[src/rtl/debounce_pkg.sv]
// Shared constants, counter-width helper and per-channel event record for the
// multi-channel button debouncer.
package debounce_pkg;

    localparam int DEF_STABLE_CYCLES = 25000000;
    localparam int DEF_REPEAT_DELAY  = 50000000;
    localparam int DEF_REPEAT_PERIOD = 10000000;

    // A counter that must reach n-1 needs $clog2(n) bits; keep at least one.
    function automatic int cnt_width(input int n);
        return (n <= 2) ? 1 : $clog2(n);
    endfunction

    typedef struct packed {
        logic state;
        logic press;
        logic rel;
        logic rpt;
    } ch_event_t;

endpackage

[src/rtl/debounce_channel.sv]
// One button channel: 2-flop synchroniser, symmetric stability counter and
// registered edge pulses. Auto-repeat is built only with DEBOUNCE_REPEAT_EN.
module debounce_channel
    import debounce_pkg::*;
#(
    parameter int STABLE_CYCLES = DEF_STABLE_CYCLES,
    parameter int CNT_W         = cnt_width(STABLE_CYCLES)
`ifdef DEBOUNCE_REPEAT_EN
    ,
    parameter int REPEAT_DELAY  = DEF_REPEAT_DELAY,
    parameter int REPEAT_PERIOD = DEF_REPEAT_PERIOD
`endif
) (
    input  logic      clk,
    input  logic      rst_n,
    input  logic      din,
    output ch_event_t ev,
    output logic      press_next
);

    logic             s0_q, s0_d, s1_q, s1_d;
    logic             state_q, state_d;
    logic             press_q, press_d;
    logic             rel_q, rel_d;
    logic [CNT_W-1:0] cnt_q, cnt_d;
    logic             accept;
    logic             rpt_bit;

    always_comb begin
        s0_d    = din;
        s1_d    = s0_q;
        state_d = state_q;
        cnt_d   = '0;
        press_d = 1'b0;
        rel_d   = 1'b0;
        accept  = 1'b0;
        // The count only runs while the synchronised level disagrees with the
        // accepted one, so any bounce back to the old level restarts it.
        if (s1_q != state_q) begin
            if (cnt_q == CNT_W'(STABLE_CYCLES - 1)) begin
                accept  = 1'b1;
                state_d = s1_q;
                press_d = s1_q;
                rel_d   = ~s1_q;
            end else begin
                cnt_d = cnt_q + 1'b1;
            end
        end
    end

    always_ff @(posedge clk or negedge rst_n) begin
        if (!rst_n) begin
            s0_q    <= 1'b0;
            s1_q    <= 1'b0;
            state_q <= 1'b0;
            cnt_q   <= '0;
            press_q <= 1'b0;
            rel_q   <= 1'b0;
        end else begin
            s0_q    <= s0_d;
            s1_q    <= s1_d;
            state_q <= state_d;
            cnt_q   <= cnt_d;
            press_q <= press_d;
            rel_q   <= rel_d;
        end
    end

`ifdef DEBOUNCE_REPEAT_EN
    localparam int RPT_MAX = (REPEAT_DELAY > REPEAT_PERIOD) ? REPEAT_DELAY : REPEAT_PERIOD;
    localparam int RPT_W   = cnt_width(RPT_MAX);

    logic [RPT_W-1:0] rpt_cnt_q, rpt_cnt_d;
    logic             rpt_done_q, rpt_done_d;
    logic             rpt_q, rpt_d;

    // rpt_done_q switches the reload target from the initial delay to the period.
    always_comb begin
        rpt_cnt_d  = '0;
        rpt_done_d = 1'b0;
        rpt_d      = 1'b0;
        if (state_q && !accept) begin
            rpt_done_d = rpt_done_q;
            if (rpt_cnt_q == (rpt_done_q ? RPT_W'(REPEAT_PERIOD - 1) : RPT_W'(REPEAT_DELAY - 1))) begin
                rpt_d      = 1'b1;
                rpt_done_d = 1'b1;
            end else begin
                rpt_cnt_d = rpt_cnt_q + 1'b1;
            end
        end
    end

    always_ff @(posedge clk or negedge rst_n) begin
        if (!rst_n) begin
            rpt_cnt_q  <= '0;
            rpt_done_q <= 1'b0;
            rpt_q      <= 1'b0;
        end else begin
            rpt_cnt_q  <= rpt_cnt_d;
            rpt_done_q <= rpt_done_d;
            rpt_q      <= rpt_d;
        end
    end

    assign rpt_bit = rpt_q;
`else
    assign rpt_bit = 1'b0;
`endif

    assign ev         = '{state: state_q, press: press_q, rel: rel_q, rpt: rpt_bit};
    assign press_next = press_d;

endmodule

[src/rtl/debounce_multi.sv]
// N-channel push-button conditioner: optional pin inversion, one debounce
// channel per button and a registered any_press. Optional DEBOUNCE_REPEAT_EN.
module debounce_multi
    import debounce_pkg::*;
#(
    parameter int N_CH          = 4,
    parameter int STABLE_CYCLES = DEF_STABLE_CYCLES,
    parameter int ACTIVE_LOW    = 0,
    parameter int CNT_W         = cnt_width(STABLE_CYCLES)
`ifdef DEBOUNCE_REPEAT_EN
    ,
    parameter int REPEAT_DELAY  = DEF_REPEAT_DELAY,
    parameter int REPEAT_PERIOD = DEF_REPEAT_PERIOD
`endif
) (
    input  logic            clk,
    input  logic            rst_n,
    input  logic [N_CH-1:0] btn_in,
    output logic [N_CH-1:0] btn_state,
    output logic [N_CH-1:0] btn_press,
    output logic [N_CH-1:0] btn_release,
    output logic            any_press,
    output logic [N_CH-1:0] btn_repeat
);

    logic [N_CH-1:0] din;
    logic [N_CH-1:0] press_next;
    logic            any_press_q, any_press_d;

    assign din = (ACTIVE_LOW != 0) ? ~btn_in : btn_in;

    for (genvar gi = 0; gi < N_CH; gi++) begin : g_ch
        ch_event_t ev;

        debounce_channel #(
            .STABLE_CYCLES (STABLE_CYCLES),
            .CNT_W         (CNT_W)
`ifdef DEBOUNCE_REPEAT_EN
            ,
            .REPEAT_DELAY  (REPEAT_DELAY),
            .REPEAT_PERIOD (REPEAT_PERIOD)
`endif
        ) u_ch (
            .clk        (clk),
            .rst_n      (rst_n),
            .din        (din[gi]),
            .ev         (ev),
            .press_next (press_next[gi])
        );

        assign btn_state[gi]   = ev.state;
        assign btn_press[gi]   = ev.press;
        assign btn_release[gi] = ev.rel;
        assign btn_repeat[gi]  = ev.rpt;
    end

    // Built from the channels' next-press terms so it lands with btn_press.
    always_comb begin
        any_press_d = |press_next;
    end

    always_ff @(posedge clk or negedge rst_n) begin
        if (!rst_n) begin
            any_press_q <= 1'b0;
        end else begin
            any_press_q <= any_press_d;
        end
    end

    assign any_press = any_press_q;

endmodule

[config.mk]
export PLATFORM = sky130hd
export DESIGN_NAME = debounce_multi
export DESIGN_NICKNAME = d
export VERILOG_FILES = /design/src/rtl/debounce_pkg.sv /design/src/rtl/debounce_channel.sv /design/src/rtl/debounce_multi.sv
export SDC_FILE = /design/constraint.sdc
export NUM_CORES = 1
export LEC_CHECK = 0
export ABC_AREA = 0
export CORE_MARGIN = 2
export CORE_UTILIZATION = 61
export CTS_CLUSTER_SIZE = 16
export DETAILED_ROUTE_END_ITERATION = 10
export PLACE_DENSITY_LB_ADDON = 0.05
export SKIP_LAST_GASP = 1
export SLEW_MARGIN = 20
export SYNTH_ARGS = -nofsm -noshare
export SYNTH_HDL_FRONTEND = slang
export SYNTH_SLANG_ARGS = --single-unit
export TNS_END_PERCENT = 20
[constraint.sdc]
create_clock -name clk -period 2.4 [get_ports clk]
set_clock_uncertainty 0.1 [all_clocks]
set_input_delay 0.48 -clock clk [delete_from_list [all_inputs] [get_ports clk]]
set_output_delay 0.48 -clock clk [all_outputs]
set_load 0.01 [all_outputs]
* Word-level counts from Yosys, hierarchy flattened *
Index checks and enable logic that the tools add are counted.

storage, ports and cells
  register bits = 121
  bits of input ports = 6
  output and inout port bits = 17
  logic and storage cells = 70

cells by class
  add/subtract/negate cells = 4
  eq/ne operators = 8
  multiplexer cells = 24
  bitwise logic cells = 4
  reduce and logical (&&, ||, !) cells = 5

operator list
  kind                                                              number
  25-bit two-way mux                                                8
  25-bit by 1-bit adder with 25-bit output (second input constant)  4
  25-bit == test (second input constant)                            4
  1-bit two-way mux                                                 16
  2-bit AND reduction                                               4
  1-bit != test                                                     4
  1-bit NOT                                                         4
  4-bit OR reduction                                                1

* Logic depth before layout (Yosys ltp) *
  depth after elaboration = 4
  gate-level depth with buffers = 6
  mapped depth without buffers = 5

* Cells and area by module *
A second synthesis with hierarchy kept.

second synthesis, totals
  cells, all modules = 614
  area, all modules = 6068.3 µm²

modules (own cells, without submodules)
  module            times used  cells each  area an instance (µm²)  sequential area each (µm²)
  debounce_channel  4           153         1508.9                  750.7
  debounce_multi    1           2           32.5                    25.0

* Worst setup path before layout *
No wires, ideal clock.

  path kind = register to register
  start = register g_ch[3].u_ch.cnt_q[0]
  end = register g_ch[3].u_ch.cnt_q[22]
  setup time = 78 ps
  arrival time = 1818 ps
  data required time = 2222 ps
  path slack = 404 ps
  stages on the path, launching flop included = 7
  path buffers = 1
  period minus slack after synthesis = 1996 ps
  cells stage by stage = dfrtp_1 > ha_1 > nand3_1 > or3_1 > clkbuf_1 > or4_1 > a21oi_1

on the way
  cells in the longest elaborated chain, start to end = 3
  elaborated cells on any way between the ends = 4
  those cells by class = add/sub (1); eq/ne (1); mux (2)

ends and longest elaborated chain
  element                                                                            RTL line                                        RTL
  from (decl)                                                                        debounce_channel.sv:25                          logic [CNT_W-1:0] cnt_q, cnt_d;
  from (signal assigned)                                                             debounce_channel.sv:63                          cnt_q <= cnt_d;
  25-bit by 1-bit adder with 25-bit output / 25-bit == test (equally long branches)  debounce_channel.sv:46, debounce_channel.sv:40
  25-bit two-way mux (*)                                                             debounce_channel.sv:40                          if (cnt_q == CNT_W'(STABLE_CYCLES - 1)) begin
  25-bit two-way mux (*)                                                             debounce_channel.sv:39                          if (s1_q != state_q) begin
  via g_ch[3].u_ch.cnt_d[22]                                                         debounce_channel.sv:25

Mark *: on every way through the listed nets, which the timed path passes. The rest lies on a longest branch.
A chain may end at the register's enable or synchronous reset.

* Worst setup path after layout *
  start = register g_ch[1].u_ch.cnt_q[0]
  end = register g_ch[1].u_ch.cnt_q[24]

on the way
  cells in the longest elaborated chain, start to end = 3
  elaborated cells on any way between the ends = 4
  those cells by class = add/sub (1); eq/ne (1); mux (2)

ends and longest elaborated chain
  element                                                                            RTL line
  from (decl)                                                                        debounce_channel.sv:25
  from (signal assigned)                                                             debounce_channel.sv:63
  25-bit by 1-bit adder with 25-bit output / 25-bit == test (equally long branches)  debounce_channel.sv:46, debounce_channel.sv:40
  25-bit two-way mux (*)                                                             debounce_channel.sv:40
  25-bit two-way mux (*)                                                             debounce_channel.sv:39
  via g_ch[1].u_ch.cnt_d[24]                                                         debounce_channel.sv:25

Marked as above.

==> flow_metrics.tcl <==
set metrics [dict create \
    maxSlewViolCount 0 \
    grtUsageTotal_pct 25.34 \
    seq_power_share_pct 43.7 \
    synth_top_cell_area_share_pct 50.44 \
    postCtsSetupBuffers 0 \
    worstMarginPinSlew_ps 592.8 \
    synth_top_area_cell "dfrtp_1" \
    rr_worst_depth 5 \
    diodes 0 \
    final_nets 644 \
    die_x_um 103.2 \
    tns_ps 0 \
    routed_via_density 6.083 \
    status "completed" \
    end_kind "flip-flop" \
    die_area_um2 10650 \
    finalPower_mw 4.783 \
    ir_drop_mv 0.5197 \
    swShare_pct 20.83 \
    p_clk_share_pct 53.5 \
    routedWlPerCell_um 15.72 \
    hold_viol 0 \
    fin_hold_ws_ps 250.8 \
    synth_compound_area_share_pct 9.441 \
    layout.cells.non_filler 779 \
    synth_ff_type "dfrtp_1" \
    drive_above_1_share_pct 8.824 \
    grt_antenna_before_repair 0 \
    p_int_mw 3.787 \
    period_needed_ps 2273 \
    cap_violations 0 \
    grt_max_degree 42 \
    fp.dieH_um 103.2 \
    overflow 0 \
    min_path_type "reg -> reg" \
    cellPowerDensity_nw_per_um2 695.8 \
    synthXorXnorAreaFrac_pct 7.149 \
    yosys_register_bits 121 \
    io_buffers 18 \
    fillers 718 \
    cts.root.buffer_cell "clkbuf_8" \
    insertion_delay_ps 530 \
    critPathSlowestCell "or3_1" \
    slew_headroom_pct 60.12 \
    synth.area.mux_share_pct 0.7503 \
    grt_first_pass_wirelength_mm 20.83 \
    synth-simple-area-share_pct 27.28 \
    async_flop_share_pct 100.0 \
    clk_pin_slew_ps 60 \
    setup_viol 0 \
    synthAdderAreaFrac_pct 0.8337 \
    clkSinkCount 121 \
    critPathKind "reg -> reg" \
    rsz0062_at_grt "false" \
    max_stage_delay_ps 530 \
    drt_wl_total_mm 12.25 \
    ant_nets 0 \
    rows 36 \
    min_period_over_period_pct 94.69 \
    grt_pass1_vias 4515 \
    dp_slack_ps 209.7 \
    p_switching_mw 0.9964 \
    ctsHtreeMaxLevel 4 \
    ys_types 44 \
    layout_commonest_cell "dfrtp_1" \
    vias 4739 \
    fin_ws_ps 127.4 \
    power_frac_comb_pct 2.9 \
    syn2layout_area_growth_pct 14.51 \
    max_clock_freq_mhz 440.0 \
    hold_depth 0 \
    cp_data_arrival_time_ps 2620 \
    synth_cells 618 \
    netlist_area_um2 6003 \
    leakagePower_nw 2.695 \
    drc 0 \
    synth_edf_count 0 \
    ys_seq_area_share_pct 50.44 \
    place_hpwl_mm 7.936 \
    cp_cell_sequence "ha_1, nand4_1, or3_1, or4_1, a21oi_1" \
    clockBufferDepth 2 \
    start_kind "flip-flop" \
    first_pass_iters 5 \
    required_ps 2750 \
    cp_max_fo 12 \
    synth_warnings 0 \
    ys_top_cells_by_area "dfrtp_1 (50%), xnor2_1 (4.1%), nor2_1 (3.9%)" \
    synth.avg_cell_area_um2 9.714 \
    cts_tree "yes" \
    synth_top_family_by_area "simple AND/OR/NAND/NOR gates" \
    final_cell_mix "dfrtp_1 (121), nor2_1 (62), nand2_1 (45)" \
    start_util_pct 61.99 \
    dp_cells 747 \
    drt_iter0_drc 190 \
    gp_congestion 0.8289 \
    ios 23 \
    core_um2 9684 \
    numCtsBuffers 17 \
]
metrics by stage:
stage	utilization (%)	cell area, um2
finish	70.98	6874
global route	70.98	6874
CTS	70.93	6869
detailed placement	64.69	6265
global placement	64.69	6265
floorplan	-	6015
cell type report:
| cell class | instances | area (um2) | area share [%] |
|---|---|---|---|
| sequential | 121 | 3028 | 44.05 |
| inverter | 13 | 48.80 | 0.7099 |
| clock inverter | 8 | 117.6 | 1.711 |
| multi-input combinational | 452 | 2749 | 39.99 |
| tap | 133 | 166.4 | 2.421 |
| clock buffer | 23 | 476.7 | 6.935 |
| timing repair buffer | 29 | 287.8 | 4.186 |
kinds of logic after synthesis:
logic type               count (synthesis)
XOR/XNOR                                49
flip-flops                             121
AND/OR/NAND/NOR                        295
adder cells (fa/ha/maj)                  4
other                                    1
multiplexers                             4
AO/OA/AOI/OAI                           96
buffers and inverters                   48
per-layer routing:
layer	routed length (um)	track usage [%]	up-vias	share of wire [%]
li1	-	-	2277	-
met1	5542	33.24	2322	45
met2	5937	39.96	112	48
met3	474	5.981	28	3.9
met4	292	12.35	0	2.4
met5	0	0	-	0
state kept, by name (all words and copies together), names as in the netlist:
register           flops
any_press              1
g_ch.u_ch.cnt_q      100
g_ch.u_ch.press_q      4
g_ch.u_ch.rel_q        4
g_ch.u_ch.s0_q         4
g_ch.u_ch.s1_q         4
g_ch.u_ch.state_q      4
cells in the mapped netlist, types with 2 or more instances:
library cell	n
mux2_2	4
nand2_1	45
ha_1	4
a21oi_1	44
and3b_1	3
buf_4	16
inv_1	13
buf_1	2
nor4b_1	3
o21a_1	2
nor2b_1	4
nor4_1	13
and4_1	10
or4_1	29
clkbuf_1	15
dfrtp_1	121
o31ai_1	19
and3_1	9
nor3b_1	2
or3_1	22
nor2_1	62
nand4b_1	4
nor3_1	17
nand3_2	2
xnor2_1	28
o21ai_0	24
o21ba_2	2
buf_2	2
and2_1	2
a31o_2	2
nand3_1	31
xor2_1	21
nand4_1	30
power by group through the flow:
stage | clock, mW | sequential, mW | combinational, mW
after floorplan | 0 | 2.12 | 0.0664
after global placement | 0 | 2.12 | 0.135
after detailed placement | 0 | 2.12 | 0.137
after CTS | 2.61 | 2.09 | 0.140
after global routing | 2.69 | 2.09 | 0.161
final | 2.56 | 2.09 | 0.137
path summary, 6_finish.rpt:
check / start / to / slack (ps)
max: g_ch[1].u_ch.cnt_q[0] / g_ch[1].u_ch.cnt_q[24] / 130
min: g_ch[2].u_ch.s0_q / g_ch[2].u_ch.s1_q / 250
max reg2reg: g_ch[1].u_ch.cnt_q[0] / g_ch[1].u_ch.cnt_q[24] / 130
min reg2reg: g_ch[2].u_ch.s0_q / g_ch[2].u_ch.s1_q / 250
max in group asynchronous: rst_n / g_ch[0].u_ch.cnt_q[4] / 1220
min in group asynchronous: rst_n / g_ch[0].u_ch.cnt_q[13] / 380
critical path, delay by kind of cell (launching register included):
kind,cells,cell delay (ps)
AND/OR/NAND/NOR,3,1260
adder cells (fa/ha/maj),1,260
flip-flops,1,390
AO/OA/AOI/OAI,1,170
what timing repair did:
| action | CTS | global route |
|---|---|---|
| hold buffers | 1 | 0 |
| resized for setup | 0 | 1 |
| endpoints found under the hold margin | 35 | 0 |
| setup endpoints to repair | 0 | 1 |
No activity file was read; power rests on OpenSTA's default activity.
